`config.mk`:
```
export PLATFORM = sky130hd
export DESIGN_NAME = spike_arbiter
export DESIGN_NICKNAME = d
export VERILOG_FILES = /design/src/rtl/spike_arb_pkg.sv /design/src/rtl/sync_vec.sv /design/src/rtl/spike_arbiter.sv
export SDC_FILE = /design/constraint.sdc
export NUM_CORES = 1
export LEC_CHECK = 0
export ABC_CLOCK_PERIOD_IN_PS = 6100
export BUFFER_PORTS_ARGS = -buffer_cell sky130_fd_sc_hd__buf_2
export CAP_MARGIN = 20
export CORE_MARGIN = 2
export CORE_UTILIZATION = 55
export DETAILED_ROUTE_END_ITERATION = 8
export PLACE_DENSITY = 0.76
export SETUP_SLACK_MARGIN = 0.3
export SLEW_MARGIN = 20
export SYNTH_ARGS = -nofsm -noshare
export SYNTH_HDL_FRONTEND = slang
export SYNTH_SLANG_ARGS = --single-unit
```
`constraint.sdc`:
```
create_clock -name clk -period 6.1 [get_ports clk]
set_input_delay 1.22 -clock clk [delete_from_list [all_inputs] [get_ports clk]]
set_output_delay 1.22 -clock clk [all_outputs]
set_load 0.02 [all_outputs]
```
`src/rtl/spike_arb_pkg.sv`:
```
// Shared types and the round-robin pick helper for the spike arbiter.
package spike_arb_pkg;

    localparam int MAX_SRC   = 32;
    localparam int SRC_IDX_W = 5;

    typedef enum logic [1:0] {IDLE, ISSUE, RELEASE, ACK_SRC} arb_state_t;

    typedef struct packed {
        logic                 valid;
        logic [SRC_IDX_W-1:0] idx;
    } pick_t;

    // Scan offsets from high to low so the lowest offset from ptr wins.
    function automatic pick_t rr_pick(input logic [MAX_SRC-1:0]   req,
                                      input logic [SRC_IDX_W-1:0] ptr,
                                      input int                   n);
        pick_t p;
        int    i;
        p = '0;
        for (int k = MAX_SRC - 1; k >= 0; k--) begin
            if (k < n) begin
                i = int'(ptr) + k;
                if (i >= n) i = i - n;
                if (req[i]) begin
                    p.valid = 1'b1;
                    p.idx   = SRC_IDX_W'(i);
                end
            end
        end
        return p;
    endfunction

endpackage

```
`src/rtl/sync_vec.sv`:
```
// Bit-vector multi-flop synchroniser, each bit synchronised independently.
// Latency: STAGES clock edges.
// Backpressure: none; samples every cycle.
module sync_vec #(
    parameter int WIDTH  = 1,
    parameter int STAGES = 2
) (
    input  logic             clk,
    input  logic             rst,
    input  logic [WIDTH-1:0] d,
    output logic [WIDTH-1:0] q
);

    logic [STAGES-1:0][WIDTH-1:0] pipe;

    always_ff @(posedge clk) begin
        if (rst) begin
            pipe <= '0;
        end else begin
            pipe[0] <= d;
            for (int s = 1; s < STAGES; s++) begin
                pipe[s] <= pipe[s-1];
            end
        end
    end

    assign q = pipe[STAGES-1];

endmodule

```
`src/rtl/spike_arbiter.sv`:
```
// Round-robin arbiter sharing one neuron's four-phase input channel among N_SRC sources.
// Latency: SYNC_STAGES+1 edges per handshake edge; minimum transfer 4*(SYNC_STAGES+1).
// Backpressure: a source waits with req high until granted; neuron ack paces each transfer.
module spike_arbiter
    import spike_arb_pkg::*;
#(
    parameter int N_SRC       = 4,
    parameter int SYNC_STAGES = 2,
    parameter int TIMEOUT     = 255
) (
    input  logic                     clk,
    input  logic                     rst,
    input  logic [N_SRC-1:0]         src_req,
    input  logic [N_SRC-1:0]         src_data,
    output logic [N_SRC-1:0]         src_ack,
    output logic                     nrn_req,
    output logic                     nrn_data,
    input  logic                     nrn_ack,
    output logic [$clog2(N_SRC)-1:0] grant_id,
    output logic                     busy,
    output logic                     err_timeout
);

    localparam int GW = $clog2(N_SRC);
    localparam int CW = $clog2(TIMEOUT + 1);

    logic [N_SRC-1:0] s_req;
    logic             s_ack;

    sync_vec #(.WIDTH(N_SRC), .STAGES(SYNC_STAGES)) u_sync_req (
        .clk (clk),
        .rst (rst),
        .d   (src_req),
        .q   (s_req)
    );

    sync_vec #(.WIDTH(1), .STAGES(SYNC_STAGES)) u_sync_ack (
        .clk (clk),
        .rst (rst),
        .d   (nrn_ack),
        .q   (s_ack)
    );

    arb_state_t       state, state_nxt;
    logic [GW-1:0]    ptr, ptr_nxt;
    logic [CW-1:0]    cnt, cnt_nxt;
    logic [N_SRC-1:0] src_ack_nxt;
    logic             nrn_req_nxt, nrn_data_nxt, err_nxt;
    logic [GW-1:0]    grant_nxt, win;
    pick_t            pick;

    always_ff @(posedge clk) begin
        if (rst) begin
            state       <= IDLE;
            ptr         <= '0;
            cnt         <= '0;
            src_ack     <= '0;
            nrn_req     <= 1'b0;
            nrn_data    <= 1'b0;
            grant_id    <= '0;
            busy        <= 1'b0;
            err_timeout <= 1'b0;
        end else begin
            state       <= state_nxt;
            ptr         <= ptr_nxt;
            cnt         <= cnt_nxt;
            src_ack     <= src_ack_nxt;
            nrn_req     <= nrn_req_nxt;
            nrn_data    <= nrn_data_nxt;
            grant_id    <= grant_nxt;
            busy        <= (state_nxt != IDLE);
            err_timeout <= err_nxt;
        end
    end

    always_comb begin
        state_nxt    = state;
        ptr_nxt      = ptr;
        cnt_nxt      = cnt;
        src_ack_nxt  = src_ack;
        nrn_req_nxt  = nrn_req;
        nrn_data_nxt = nrn_data;
        grant_nxt    = grant_id;
        err_nxt      = err_timeout;
        pick         = rr_pick(MAX_SRC'(s_req), SRC_IDX_W'(ptr), N_SRC);
        win          = GW'(pick.idx);

        case (state)
            IDLE: begin
                if (pick.valid) begin
                    grant_nxt    = win;
                    nrn_data_nxt = src_data[win];
                    nrn_req_nxt  = 1'b1;
                    cnt_nxt      = '0;
                    state_nxt    = ISSUE;
                end
            end
            ISSUE: begin
                // Counter saturates; the flag lands on the edge where it reaches TIMEOUT.
                if (cnt != CW'(TIMEOUT)) cnt_nxt = cnt + 1'b1;
                if (cnt >= CW'(TIMEOUT - 1)) err_nxt = 1'b1;
                if (s_ack) begin
                    nrn_req_nxt = 1'b0;
                    state_nxt   = RELEASE;
                end
            end
            RELEASE: begin
                if (!s_ack) begin
                    src_ack_nxt[grant_id] = 1'b1;
                    state_nxt             = ACK_SRC;
                end
            end
            ACK_SRC: begin
                if (!s_req[grant_id]) begin
                    src_ack_nxt = '0;
                    ptr_nxt     = (grant_id == GW'(N_SRC - 1)) ? '0 : grant_id + 1'b1;
                    state_nxt   = IDLE;
                end
            end
            default: state_nxt = IDLE;
        endcase
    end

endmodule
```
; Yosys cells after proc, flatten, opt, wreduce, memory -nomap -nowiden
; Index checks and enable logic that the tools add are counted.
[word_totals]
word_cells = 98
inputBits = 11
reg_bits = 32
latchBits = 0
ramBits = 0
n_memories = 0
out_inout_bits = 10
romBits = 0
[classes]
n_addsub = 9
shift = 0
magnitude_cmp = 12
n_reduce_logical = 11
n_eq_ne = 10
bitwise = 2
div = 0
mul = 0
n_mux = 41
[ops]
columns = operator, n
row1 = < comparator 32 x 7 -> 1 bit (second input constant), 4
row2 = two-way mux 32 bit, 4
row3 = two-way mux 6 bit, 4
row4 = binary-select mux 1 bit (select 5 bit), 4
row5 = two-way mux 8 bit, 2
row6 = case mux 8 bit (2 select lines), 1
row7 = two-way mux 1 bit, 13
row8 = subtractor 3 x 3 -> 4 bit (second input constant), 3
row9 = two-way mux 2 bit, 5
row10 = greater-or-equal comparator 3 bit (second input constant), 3
row11 = AND reduction 3 bit, 3
row12 = adder 8 x 1 -> 8 bit (second input constant), 1
row13 = greater-or-equal comparator 8 bit (second input constant), 1
row14 = two-way mux 4 bit, 2
row15 = inequality test 2 bit (second input constant), 4
row16 = inequality test 8 bit (second input constant), 1
row17 = case mux 2 bit (4 select lines), 1
row18 = case mux 4 bit (2 select lines), 1
row19 = adder 2 x 2 -> 3 bit (second input constant), 2
row20 = equality test 2 bit (second input constant), 3
row21 = < comparator 2 x 3 -> 1 bit (second input constant), 2
row22 = AND reduction 2 bit, 3
row23 = nonzero test 2 bit, 3
row24 = binary-select mux 1 bit (select 2 bit), 2
row25 = other kinds (13), 13

; Logic depth before layout (Yosys ltp)
[depth]
word_depth = 13
mapped_depth = 11
depth_no_buf = 8

; Cells and area by module
; From an unflattened synthesis, not the netlist that was laid out.
[hier_totals]
hier_cells = 194
area_unflattened_um2 = 1773.0
[modules_own_cells]
columns = mod, area_each_um2, cells_each, n_inst
row1 = spike_arbiter, 1480.2, 170, 1
row2 = sync_vec (u_sync_req), 240.2, 20, 1
row3 = sync_vec (u_sync_ack), 52.6, 4, 1

; Worst setup path after synthesis
; OpenSTA, ideal clock, no wires.
[synth_path]
path_type = reg2reg
start = register ptr[0]
end = register nrn_data
path_buffers = 2
arrival_time_ns = 2.653
stages_incl_launch_ff = 11
setup_slack_ns = 3.359
path_cell_list = dfxtp_1 > buf_6 > buf_2 > inv_2 > ha_1 > mux2i_1 > a21oi_1 > a2111o_4 > and3_1 > a2111o_1 > a311oi_2
[synth_between]
elab_chain_len = 12
[synth_rtl]
columns = item, line_no
row1 = "start, declared", spike_arbiter.sv:45  ; logic [GW-1:0] ptr, ptr_nxt;
row2 = "start signal, assigned", spike_arbiter.sv:65  ; ptr <= ptr_nxt;
row3 = adder 2 x 2 -> 3 bit, spike_arb_pkg.sv:23  ; i = int'(ptr) + k;
row4 = subtractor 3 x 3 -> 4 bit or greater-or-equal comparator 3 bit (tied branches), spike_arb_pkg.sv:24  ; if (i >= n) i = i - n;
row5 = two-way mux 32 bit, spike_arb_pkg.sv:24
row6 = binary-select mux 1 bit (select 5 bit), spike_arb_pkg.sv:25  ; if (req[i]) begin
row7 = two-way mux 1 bit (implied by the code) (2 in series), spike_arb_pkg.sv:25
row8 = two-way mux 6 bit (3 in series), spike_arb_pkg.sv:25
row9 = two-way mux 6 bit (*), spike_arb_pkg.sv:25
row10 = binary-select mux 1 bit (select 2 bit), spike_arbiter.sv:92  ; nrn_data_nxt = src_data[win];
row11 = two-way mux 1 bit (implied by the code), spike_arbiter.sv:92
row12 = "end signal, assigned", spike_arbiter.sv:69  ; nrn_data <= nrn_data_nxt;
row13 = "end, declared", spike_arbiter.sv:17  ; output logic nrn_data,
; Every way passes the cells marked *; elsewhere a longest branch is shown, timed or not. The select of a mux whose other input is x is not followed.
; A chain may end at the register's enable or synchronous reset.

; Worst setup path after layout
[layout_path]
start = register ptr[0]
end = register cnt[5]
[layout_between]
elab_chain_len = 12
[layout_rtl]
columns = item, line_no
row1 = adder 2 x 2 -> 3 bit, spike_arb_pkg.sv:23
row2 = subtractor 3 x 3 -> 4 bit or greater-or-equal comparator 3 bit (tied branches), spike_arb_pkg.sv:24
row3 = two-way mux 32 bit, spike_arb_pkg.sv:24
row4 = binary-select mux 1 bit (select 5 bit), spike_arb_pkg.sv:25
row5 = two-way mux 1 bit (implied by the code) (2 in series), spike_arb_pkg.sv:25
row6 = two-way mux 6 bit (3 in series), spike_arb_pkg.sv:25
row7 = two-way mux 6 bit (*), spike_arb_pkg.sv:25
row8 = inequality test 2 bit (no line) (*), n/a
row9 = AND reduction 3 bit (no line) (*), n/a
row10 = "end signal, assigned", spike_arbiter.sv:66  ; cnt <= cnt_nxt;
row11 = "end, declared", spike_arbiter.sv:46  ; logic [CW-1:0] cnt, cnt_nxt;
; Marks and branches as above.

==> flow_summary.toml <==
[status]
status = "finished clean"

[layout]
final_common_cell = "dfxtp_1"
fill_cells = 257
syn2layout_area_growth_pct = 10.6
antenna_cells = 0
drive_gt1_frac = 0.230
layout.cells.non_filler = 253
nNetsFinal = 230
final_cell_mix = "dfxtp_1, nor2_1, buf_2, a21oi_1"

[critical_path]
r2r_end = "cnt[5]"
crit_fanout = 17
critPathLaunchType = "register"
r2r-start = "ptr[0]"
ff2ff_path_depth = 8
worst_ep_required_time_ps = 6290
r2r_slack_ps = 2980
end_kind = "register"
critPathKind = "reg -> reg"
cp_data_arrival_time_ps = 3310

[grt]
grt_max_degree = 23
track_usage = 0.205
grt_pass1_vias = 1301
antenna_found_initial = 0
grt_pass1_wl_um = 5580
overflow = 0

[yosys]
syn_area_per_cell_sq_um = 9.17
async_reset_ff_frac = 0
synth.area.mux_share = 0.0826
synth_fa_ha_area_frac = 0.0790
synthesis.area_sq_um = 1740
yosysTopAreaCell = "dfxtp_1"
ys_types = 53
ys_seq_area_frac = 0.368
synth_compound_area_frac = 0.222
synth_top_family_by_area = "compound AO/OA/AOI/OAI gates"
synth-simple-area-share = 0.200
yosys_register_bits = 32
synth_top_area_frac = 0.368
synth_nets = 212
netlist_instances = 190
synthXorXnorAreaFrac = 0
synth_edf_count = 0
ys_warn_count = 0
synth_flop_cell = "dfxtp_1"
synth_area_leaders = "dfxtp_1, ha_1, nor2_1"

[sta]
worst_slew_pin_slew_ps = 627
timing.hold.ws_ps = 450
setup_tns_ps = 0
hold_viol_final = 0
period_share = 0.512
maxSlewViolCount = 0
max_freq_ghz = 0.320
slew_headroom = 0.581
rsz0062_at_grt = "false"
clock_skew_ps = 4.35
post-route-min-period_ps = 3120
setup_viol = 0

[clock_network]
cts_resized = 0
cts_root_buf = "clkbuf_4"
clkTransAtPathRegs_ps = 100
cts_tree = "built"
hold_buffers = 0
clock_latency_ps = 310
cts_buffer_depth = 2
htree_levels = 2
post_cts_buffers = 0
cts_buffers = 5
cts.sinks = 32

[die]
pin_count = 21
num_rows = 20
die_w_um = 60.3
start_util = 0.575
die_area_sq_um = 3630
die_y_um = 60.3
core_sq_um = 3030

[pwr]
p_switching_uw = 121
peakVddDrop_mv = 0.183
combPwrFrac = 0.154
p_leak_uw = 0.000742
switching_share = 0.266
power.density_nw_per_um2 = 236
p_int_uw = 334
p_seq_frac = 0.507
clkPwrFrac = 0.339

[hold_path]
hold_path.class = "reg -> reg"
hold_start = "u_sync_req.pipe[2]"
whs_path_depth = 1
hold_end = "u_sync_req.q[2]"

[placement]
place_hpwl_um = 2500
dp_cells = 245
port_buffers = 20
place_congestion = 0.810

[routing]
via_count = 1402
drc = 0
via_per_inst = 5.54
detail_route.wl_per_cell_um = 12.9
ant_nets = 0
routed_wl_um = 3270
dr.pass1.iters = 4
drt_first_iter_violations = 92

[job]
cap_viol_max_count = 0
[stage by stage]
stage | util | area, sq um | total power, uW | setup WS [ps]
after floorplan | - | 1740 | 288 | 3360
after global placement | 0.611 | 1850 | 302 | 3150
after detailed placement | 0.611 | 1850 | 305 | 2990
after CTS | 0.636 | 1930 | 459 | 2980
after global routing | 0.636 | 1930 | 482 | 2750
final | 0.636 | 1930 | 455 | 2980
[layout make-up]
class                   instances  area [sq um]  share of cell area
well taps                      44          55.1              0.0286
clock inverters                 2          35.0              0.0182
clock buffers                   6          41.3              0.0214
inverters                      10          37.5              0.0195
flip-flops and latches         32           641               0.333
multi-input cells             139          1020               0.528
repair buffers                 20           100              0.0520
[cells in the mapped netlist, types with 2 or more instances]
library cell and number:
dfxtp_1 32, nor2_1 22, a21oi_1 13, ha_1 11, nor2b_1 11, inv_1 9
nand2_1 8, mux2i_1 7, a21oi_2 6, nand3_1 5, or3_1 5, a211oi_1 4
clkbuf_1 4, o21ai_0 4, or4_1 4, o21ai_1 3, o31ai_1 3, and2_1 2
buf_2 2, mux2_2 2
[layer usage]
| layer | track usage | share of wire | vias to the layer above |
|---|---|---|---|
| met5 | 0 | 0 | - |
| li1 | - | - | 715 |
| met3 | 0.0541 | 0.052 | 4 |
| met2 | 0.334 | 0.47 | 37 |
| met1 | 0.261 | 0.47 | 646 |
| met4 | 0.0698 | 0.0083 | 0 |
[kinds of logic after synthesis]
family	after synthesis
AND/OR/NAND/NOR	66
AO/OA/AOI/OAI	50
flip-flops	32
buffers and inverters	19
multiplexers	12
adder cells (fa/ha/maj)	11
[registers in the layout (all words and copies together) (netlist names), 2 cells and up]
signal	cells
cnt	8
state	2
grant_id	2
ptr	2
src_ack	4
u_sync_req.q	4
u_sync_req.pipe	4
[worst max-delay path by stage]
| stage | start | to | slack [ps] | depth (start not counted) |
|---|---|---|---|---|
| finish | ptr[0] | cnt[5] | 2980 | 8 |
| global route | ptr[0] | cnt[5] | 2750 | 8 |
| CTS | ptr[0] | cnt[5] | 2980 | 8 |
| detailed placement | ptr[0] | cnt[5] | 2990 | 8 |
| global placement | ptr[0] | cnt[7] | 3150 | 8 |
| floorplan | ptr[0] | nrn_data | 3360 | 10 |
[critical path, stage by stage (launching register included)]
cell      delay [ps]
dfxtp_1          740
inv_2            140
ha_1             440
mux2i_1          220
a21oi_1           90
a2111o_4         550
o31ai_4          530
or4_1            220
a21oi_2           60
[power by group through the flow]
stage | Clock (uW) | Sequential (uW) | Combinational (uW)
after global routing | 172 | 233 | 77.7
after CTS | 158 | 231 | 70.2
final | 154 | 231 | 69.9
after global placement | 0 | 235 | 67.9
after detailed placement | 0 | 235 | 70.0
after floorplan | 0 | 237 | 51.6
(Power assumes the default switching activity.)
